## src/rtl/conv_window_buffer_if.sv

```systemverilog
// -----------------------------------------------------------------------------
// conv_window_buffer_if
// Bus bundle for the convolution row-window buffer.
//   master : drives clr, ld, ld_row, ld_word, ld_data, shift_en, win_req,
//            col_idx; observes win_valid, win_miss, win_data, rows_ready.
//   slave  : the buffer side (mirror of master).
// -----------------------------------------------------------------------------
interface conv_window_buffer_if #(
  parameter int DW         = 8,
  parameter int ROWS       = 4,
  parameter int COLS       = 16,
  parameter int WORD_ELEMS = 4,
  parameter int WIN        = 4
);
  localparam int WORDS = COLS / WORD_ELEMS;
  localparam int RW    = (ROWS  > 1) ? $clog2(ROWS)  : 1;
  localparam int WW    = (WORDS > 1) ? $clog2(WORDS) : 1;
  localparam int CW    = (COLS  > 1) ? $clog2(COLS)  : 1;

  logic                     clr;
  logic                     ld;
  logic [RW-1:0]            ld_row;
  logic [WW-1:0]            ld_word;
  logic [DW*WORD_ELEMS-1:0] ld_data;
  logic                     shift_en;
  logic                     win_req;
  logic [CW-1:0]            col_idx;
  logic                     win_valid;
  logic                     win_miss;
  logic [ROWS*WIN*DW-1:0]   win_data;
  logic                     rows_ready;

  modport master (
    output clr, ld, ld_row, ld_word, ld_data, shift_en, win_req, col_idx,
    input  win_valid, win_miss, win_data, rows_ready
  );

  modport slave (
    input  clr, ld, ld_row, ld_word, ld_data, shift_en, win_req, col_idx,
    output win_valid, win_miss, win_data, rows_ready
  );
endinterface

```

## src/rtl/conv_window_buffer.sv

```systemverilog
// -----------------------------------------------------------------------------
// conv_window_buffer
// ROWS x COLS element buffer for the convolution datapath. Rows are loaded one
// packed word at a time, rotated upward to slide the filter vertically, and a
// registered ROWS x WIN window ending at col_idx is returned on request.
// Ports:
//   clk  : clock
//   rst  : asynchronous active-high reset
//   bus  : conv_window_buffer_if.slave (load / shift / window request bus)
// Columns left of 0 either wrap modulo COLS (WRAP=1) or read as zero (WRAP=0).
// -----------------------------------------------------------------------------
module conv_window_buffer #(
  parameter int DW         = 8,
  parameter int ROWS       = 4,
  parameter int COLS       = 16,
  parameter int WORD_ELEMS = 4,
  parameter int WIN        = 4,
  parameter bit WRAP       = 1'b1
) (
  input  logic                  clk,
  input  logic                  rst,
  conv_window_buffer_if.slave   bus
);
  localparam int WORDS = COLS / WORD_ELEMS;
  localparam int RW    = (ROWS  > 1) ? $clog2(ROWS)  : 1;
  localparam int WW    = (WORDS > 1) ? $clog2(WORDS) : 1;
  localparam int CW    = (COLS  > 1) ? $clog2(COLS)  : 1;

  logic [ROWS-1:0][COLS-1:0][DW-1:0] mem_q, mem_d;
  logic [ROWS-1:0][WORDS-1:0]        fill_q, fill_d;
  logic [ROWS-1:0][WIN-1:0][DW-1:0]  win_s;
  logic [ROWS*WIN*DW-1:0]            win_data_q;
  logic                              win_valid_q;
  logic                              win_miss_q;
  logic                              ready_s;

  assign ready_s        = &fill_q;
  assign bus.rows_ready = ready_s;
  assign bus.win_valid  = win_valid_q;
  assign bus.win_miss   = win_miss_q;
  assign bus.win_data   = win_data_q;

  // Next storage/fill state: clear wins, else shift first and then load into
  // the post-shift row (so a load to ROWS-1 refills the vacated row).
  always_comb begin
    mem_d  = mem_q;
    fill_d = fill_q;
    if (bus.clr) begin
      mem_d  = '0;
      fill_d = '0;
    end else begin
      if (bus.shift_en) begin
        for (int r = 0; r < ROWS - 1; r++) begin
          mem_d[r]  = mem_q[r+1];
          fill_d[r] = fill_q[r+1];
        end
        mem_d[ROWS-1]  = '0;
        fill_d[ROWS-1] = '0;
      end else begin
        mem_d = mem_d;
      end
      // Row match by comparison: an ld_row beyond ROWS-1 matches nothing.
      for (int r = 0; r < ROWS; r++) begin
        for (int w = 0; w < WORDS; w++) begin
          if (bus.ld && (bus.ld_row == RW'(r)) && (bus.ld_word == WW'(w))) begin
            for (int e = 0; e < WORD_ELEMS; e++) begin
              mem_d[r][w*WORD_ELEMS+e] = bus.ld_data[(WORD_ELEMS-1-e)*DW +: DW];
            end
            fill_d[r][w] = 1'b1;
          end else begin
            fill_d[r][w] = fill_d[r][w];
          end
        end
      end
    end
  end

  // Window gather from the current (pre-edge) contents; the subtraction wraps
  // naturally because COLS is a power of two, and the borrow flags c<0.
  always_comb begin
    logic [CW-1:0] ofs_s;
    logic [CW-1:0] col_s;
    logic          neg_s;
    win_s = '0;
    ofs_s = '0;
    col_s = '0;
    neg_s = 1'b0;
    for (int r = 0; r < ROWS; r++) begin
      for (int k = 0; k < WIN; k++) begin
        ofs_s = CW'(WIN - 1 - k);
        col_s = bus.col_idx - ofs_s;
        neg_s = (bus.col_idx < ofs_s);
        if (neg_s && !WRAP) begin
          win_s[ROWS-1-r][WIN-1-k] = '0;
        end else begin
          win_s[ROWS-1-r][WIN-1-k] = mem_q[r][col_s];
        end
      end
    end
  end

  // State and registered window outputs; reset cancels any pending pulse.
  always_ff @(posedge clk or posedge rst) begin
    if (rst) begin
      mem_q       <= '0;
      fill_q      <= '0;
      win_valid_q <= 1'b0;
      win_miss_q  <= 1'b0;
      win_data_q  <= '0;
    end else begin
      mem_q  <= mem_d;
      fill_q <= fill_d;
      if (bus.clr) begin
        win_valid_q <= 1'b0;
        win_miss_q  <= 1'b0;
      end else begin
        win_valid_q <= bus.win_req & ready_s;
        win_miss_q  <= bus.win_req & ~ready_s;
        if (bus.win_req && ready_s) begin
          win_data_q <= win_s;
        end else begin
          win_data_q <= win_data_q;
        end
      end
    end
  end
endmodule

```

## src/flat_wrapper.sv

```systemverilog
// flat-port wrapper written by rule: the top's interface ports become plain ports
module conv_window_buffer_flat 
#(
  parameter int DW         = 8,
  parameter int ROWS       = 4,
  parameter int COLS       = 16,
  parameter int WORD_ELEMS = 4,
  parameter int WIN        = 4,
  parameter bit WRAP       = 1'b1
)
  (clk, rst, bus_clr, bus_ld, bus_ld_row, bus_ld_word, bus_ld_data, bus_shift_en, bus_win_req, bus_col_idx, bus_win_valid, bus_win_miss, bus_win_data, bus_rows_ready);
  conv_window_buffer_if #(.DW(DW), .ROWS(ROWS), .COLS(COLS), .WORD_ELEMS(WORD_ELEMS), .WIN(WIN)) bus_i ();
  input  logic clk;
  input  logic rst;
  input wire logic [$bits(bus_i.clr)-1:0] bus_clr;
  input wire logic [$bits(bus_i.ld)-1:0] bus_ld;
  input wire logic [$bits(bus_i.ld_row)-1:0] bus_ld_row;
  input wire logic [$bits(bus_i.ld_word)-1:0] bus_ld_word;
  input wire logic [$bits(bus_i.ld_data)-1:0] bus_ld_data;
  input wire logic [$bits(bus_i.shift_en)-1:0] bus_shift_en;
  input wire logic [$bits(bus_i.win_req)-1:0] bus_win_req;
  input wire logic [$bits(bus_i.col_idx)-1:0] bus_col_idx;
  output wire logic [$bits(bus_i.win_valid)-1:0] bus_win_valid;
  output wire logic [$bits(bus_i.win_miss)-1:0] bus_win_miss;
  output wire logic [$bits(bus_i.win_data)-1:0] bus_win_data;
  output wire logic [$bits(bus_i.rows_ready)-1:0] bus_rows_ready;
  assign bus_i.clr = bus_clr;
  assign bus_i.ld = bus_ld;
  assign bus_i.ld_row = bus_ld_row;
  assign bus_i.ld_word = bus_ld_word;
  assign bus_i.ld_data = bus_ld_data;
  assign bus_i.shift_en = bus_shift_en;
  assign bus_i.win_req = bus_win_req;
  assign bus_i.col_idx = bus_col_idx;
  assign bus_win_valid = bus_i.win_valid;
  assign bus_win_miss = bus_i.win_miss;
  assign bus_win_data = bus_i.win_data;
  assign bus_rows_ready = bus_i.rows_ready;
  conv_window_buffer #(.DW(DW), .ROWS(ROWS), .COLS(COLS), .WORD_ELEMS(WORD_ELEMS), .WIN(WIN), .WRAP(WRAP)) u_core (.clk(clk), .rst(rst), .bus(bus_i));
endmodule
```

## config.mk

```make
export PLATFORM = sky130hd
export DESIGN_NAME = conv_window_buffer_flat
export DESIGN_NICKNAME = d
export VERILOG_FILES = /design/src/rtl/conv_window_buffer_if.sv /design/src/rtl/conv_window_buffer.sv /design/src/flat_wrapper.sv
export SDC_FILE = /design/constraint.sdc
export NUM_CORES = 2
export LEC_CHECK = 0
export ABC_AREA = 1
export BUFFER_PORTS_ARGS = -buffer_cell sky130_fd_sc_hd__buf_4
export CAP_MARGIN = 20
export CELL_PAD_IN_SITES_DETAIL_PLACEMENT = 0
export CELL_PAD_IN_SITES_GLOBAL_PLACEMENT = 2
export CORE_MARGIN = 5
export CORE_UTILIZATION = 28
export DETAILED_ROUTE_END_ITERATION = 12
export PLACE_DENSITY = 0.65
export SLEW_MARGIN = 20
export SYNTH_ARGS = -nofsm -noshare
export SYNTH_HDL_FRONTEND = slang
export SYNTH_SLANG_ARGS = --single-unit
```

## constraint.sdc

```tcl
create_clock -name clk -period 34.6 [get_ports clk]
set_input_delay 6.92 -clock clk [delete_from_list [all_inputs] [get_ports clk]]
set_output_delay 6.92 -clock clk [all_outputs]
set_load 0.05 [all_outputs]
```

[Word-level counts from Yosys, hierarchy flattened]
Index checks and enable logic that the tools add are counted.
Storage, ports and cells
  register bits after elaboration: 658
  output and inout bits: 131
  logic and storage cells: 211
Operators by class
  add/subtract/negate cells: 3
  $lt $le $gt $ge: 4
  equal/unequal tests: 6
  mux-type cells: 70
  bitwise logic cells: 4
  reductions and logical operators: 41
Operator list (count)
  512-bit two-way mux: 2
  8-bit binary-select mux with 4-bit select: 16
  32-bit two-way mux: 16
  8-bit two-way mux: 16
  3-bit nonzero test: 16
  16-bit two-way mux: 2
  1-bit logical AND: 21
  4-bit by 5-bit less-than comparator with 1-bit output (second input constant): 4
  1-bit two-way mux: 18
  16-bit AND reduction: 1
  2-bit == test (second input constant): 4
  4-bit by 2-bit subtractor with 4-bit output (second input constant): 2
  2-bit by 1-bit == test with 1-bit output (second input constant): 2
  2-bit zero test: 2
  4-bit by 1-bit subtractor with 4-bit output (second input constant): 1
  1-bit bitwise AND: 2
  1-bit inverter: 2
  2-bit AND reduction: 1

[Logic depth before layout (Yosys ltp)]
  depth after elaboration: 5
  depth in mapped cells: 14
  depth with buffers taken out: 10

[Least setup slack after synthesis]
OpenSTA, ideal clock, no wires.
  path type: input to register
  start: input bus_col_idx[1]
  end: register u_core.win_data_q[94], in the netlist u_core.bus.win_data[94]
  data arrival time: 8.925 ns
  required time: 34.482 ns
  path slack: 25.557 ns
  stages: 14
  path buffers: 6
  path through: clkbuf_1 -> clkinv_1 -> buf_2 -> buf_1 -> ha_1 -> buf_2 -> inv_1 -> buf_2 -> clkbuf_1 -> nand3_1 -> nand3_1 -> nand3_1 -> nand3_1 -> nand2_1
On the way
  longest elaborated chain between the ends: 3
Ends and longest elaborated chain
  from (decl): RTL line flat_wrapper.sv:22  | input wire logic [$bits(bus_i.col_idx)-1:0] bus_col_idx;
  4-bit by 2-bit subtractor with 4-bit output: RTL line conv_window_buffer.sv:91  | col_s = bus.col_idx - ofs_s;
  8-bit binary-select mux with 4-bit select: RTL line conv_window_buffer.sv:96  | win_s[ROWS-1-r][WIN-1-k] = mem_q[r][col_s];
  8-bit two-way mux (not written as such): RTL line conv_window_buffer.sv:96
  to (signal assigned): RTL line conv_window_buffer.sv:120  | win_data_q <= win_s;
  to (signal assigned): RTL line conv_window_buffer.sv:122  | win_data_q <= win_data_q;
  to (decl): RTL line conv_window_buffer.sv:32  | logic [ROWS*WIN*DW-1:0] win_data_q;
No other way between the ends. The select of a mux whose other input is x is not followed.
A chain may end at the register's enable or synchronous reset.

[Final worst setup path]
  start: input bus_col_idx[1]
  end: register u_core.win_data_q[61], in the netlist u_core.bus.win_data[61]
The elaborated chain is that of the path after synthesis.

==> run metrics <==
status=complete, no violations; Synth warnings=0; final WL=between 200 and 300 mm; net count after synthesis=just under 7,000; Worst EP arrival=between 10 and 15 ns; synthesized flop and latch total=~660; Area contributors post-synth=dfrtp_1, nand3_1, nand2_1; fin area=between 40,000 and 50,000 um2; Die ar.=roughly 160,000 um2; Synth-to-Final Area Change=13.3%; Post-CTS Resized=0; final non-filler cell total=~8,600; Clock Sink Count=roughly 660; Initial Util=roughly 28%; Skew-Pair Late Insertion Delay=between 0.7 and 0.8 ns; clock skew=about 0.025 ns; main combinational cell family by area after synthesis=simple AND/OR/NAND/NOR gates; Setup TNS=0 ns; combinational group share of total power=17.7%; wire per inst=approximately 29 um; crit path kind=input port to register; Post-Synth Simple-Gate Area=between 40% and 50%; vias per cell=between 5 and 6; worst slew pin tran=1.13 ns; WHS Endpoint=u_core.bus.win_data[70]; final period utilization=roughly a third; Critical Path Sink Type=register; vias in the first global route=~45,000; Net Sw Frac=32.9%; Clock transition at path regs=0.06 ns; Die Wd=approximately 400 um; Num CTS Buffers=88; Worst Path Required=35.20 ns; row cnt=roughly 140; Final Net Count=between 6,000 and 7,000; RR Startpoint=u_core.fill_q[14]; adder-cell share of the synthesized area=less than 1%; Buffers on Ports=approximately 180; worst-path maximum fanout=around 130; CP startpoint kind=input port; drt pass-1 iters=9; FMAX=slightly above 0.09 GHz; post-synthesis mux area share=0%; Root Buffer=clkbuf_16; Worst Setup SP=bus_col_idx[1]; HP Class=register to register; Synth top area share=roughly 38%; Placer Congestion=around 0.9; TritonCTS clock tree=done; placed instance count=between 8,000 and 9,000; Compound-Gate Fraction of Synth Area=~9%; Setup WS post-layout=23.65 ns; first-pass GRT wire length=between 300 and 400 mm; count of different cell masters after synthesis=23; Post-Place Setup Slack=23.07 ns; R2R cell count=9; pin count of the biggest net entering global routing=approximately 210; die height=404 um; register share of total power=a little over a third; GRT overflow=0; DR iter-0 viols=about 6,500; Worst VDD drop=between 0.00003 and 0.00004 V; reg-to-reg endpoint=u_core.bus.win_data[0]; I/O Pins=roughly 180; pwr dens=~46 nW/um2; fin. max-slew vios=0; clock share of power=46.5%; Slew HR=about a quarter; initial antenna violation count=12; post-synthesis cell count=between 6,000 and 7,000; H-Tree Level Count=3; routed vias=between 40,000 and 50,000; P_leak=~22 nW; Max Buffers Root-to-Sink=3; final critical-path required period=about 11 ns; Post-Synth XOR/XNOR Area=0.0804%; DRC viols=0; Worst Hold Path Cells=2; final hold viol count=0; Detail Placement HPWL=166 mm; NetSw=~0.00074 W; cts hold-fix bufs=0; WHS=0.478 ns; final setup vio count=0; FF-to-FF setup slack=approximately 31 ns; gr usage total=between 20% and 30%; HP Start=u_core.bus.win_data[70]; dpl cell area=roughly 46,000 um2; most area-hungry cell type in the Yosys netlist=dfrtp_1; max-capacitance violation count=0; Pint=roughly 0.0015 W; # fillers=17,013; Syn Area/Cell=6.48 um2; Synth Cell Area=about 44,000 um2; layout cells sized above 1=7.46%; number of antenna-violating nets in the routed design=0; core region area=approximately 150,000 um2; RSZ-0062 raised after global routing=no; Seq/Total Area, Yosys=between 30% and 40%; Post-CTS Setup Bufs=0
==> critical path, stage by stage <==
cell and delay [ns]:
buf_8 0.41, inv_8 0.39, ha_4 0.58, inv_8 0.66, buf_4 0.83, buf_4 0.73
nand3_1 0.15, nand3_1 0.13, nand3_1 0.10, nand3_1 0.12, nand2_1 0.06
==> power groups by stage <==
stage | Sequential (W) | Clock, W | Combinational (W)
floorplan | 0.000841 | 0 | 0.000213
global placement | 0.000826 | 0 | 0.000398
detailed placement | 0.000825 | 0 | 0.000396
CTS | 0.000811 | 0.00107 | 0.000397
global route | 0.000813 | 0.00109 | 0.000425
finish | 0.000812 | 0.00105 | 0.000400
==> cells in the mapped netlist, drive strengths merged <==
library cell	instances
nor2	24
o211ai	34
dfrtp	658
buf	294
inv	309
ha	5
clkbuf	284
clkinv	10
nor3	1
nand3	2201
nand2	2202
o22ai	128
xor2	4
o21ai	554
a21oi	10
==> metal layers <==
metal  up-vias  global-route usage [%]  share of wire [%]
li1      22225                       -                  -
met1     23983                    44.2                 47
met3       283                    5.63                8.7
met4         0                    7.99                2.7
met5         -                       0                  0
met2      2407                    43.5                 42
==> state kept, by name, indices dropped and copies added, names as in the netlist <==
register,cells
u_core.bus.win_miss,1
u_core.bus.win_valid,1
u_core.bus.win_data,128
u_core.fill_q,16
u_core.mem_q,512
==> worst max-delay path by stage <==
stage                               to  slack (ns)  cells after the start
2_1_floorplan   u_core.bus.win_data[0]        9.24                      1
3_3_place_gp   u_core.bus.win_data[23]       23.11                     13
3_5_place_dp   u_core.bus.win_data[23]       23.07                     13
4_1_cts        u_core.bus.win_data[23]       23.82                     13
5_1_grt        u_core.bus.win_data[45]       23.47                     11
6_report       u_core.bus.win_data[61]       23.65                     11
==> metrics by stage <==
step,power (W),utilization (%)
5_1_grt,0.00233,32.0
2_1_floorplan,0.00105,-
6_report,0.00226,32.0
3_5_place_dp,0.00122,29.9
3_3_place_gp,0.00122,29.9
4_1_cts,0.00228,31.9
==> cell usage in the layout, fill, tap and decap left out, types with 15 or more instances in the layout <==
| cell type | synthesis | layout |
|---|---|---|
| buf_4 | 0 | 259 |
| bufinv_16 | 0 | 16 |
| clkbuf_16 | 0 | 93 |
| clkbuf_8 | 0 | 15 |
| clkinv_2 | 0 | 18 |
| dfrtp_1 | 658 | 658 |
| inv_1 | 288 | 282 |
| inv_2 | 21 | 19 |
| nand2_1 | 2202 | 2197 |
| nand3_1 | 2200 | 2196 |
| o211ai_1 | 34 | 34 |
| o21ai_0 | 480 | 480 |
| o21ai_1 | 74 | 70 |
| o22ai_1 | 128 | 128 |
==> logic make-up after synthesis <==
| family | Yosys count |
|---|---|
| AOI/OAI and AO/OA | 726 |
| xor gates and xnor gates | 4 |
| adders and majority gates | 5 |
| buffers and inverters | 897 |
| DFF | 658 |
| and+or+nand+nor | 4428 |
==> area by class of cell <==
cell class | instances | area [um2] | share of cell area [%]
Antenna cell | 5 | 12.5 | 0.0254
Clock buffer | 118 | 2570 | 5.21
Clock inverter | 43 | 652 | 1.32
Timing Repair Buffer | 266 | 2070 | 4.20
Inverter | 319 | 1240 | 2.52
Tap cell | 2044 | 2560 | 5.18
Sequential cell | 658 | 16500 | 33.4
Multi-Input combinational cell | 5163 | 23800 | 48.2
No activity file was read; power rests on OpenSTA's default activity.
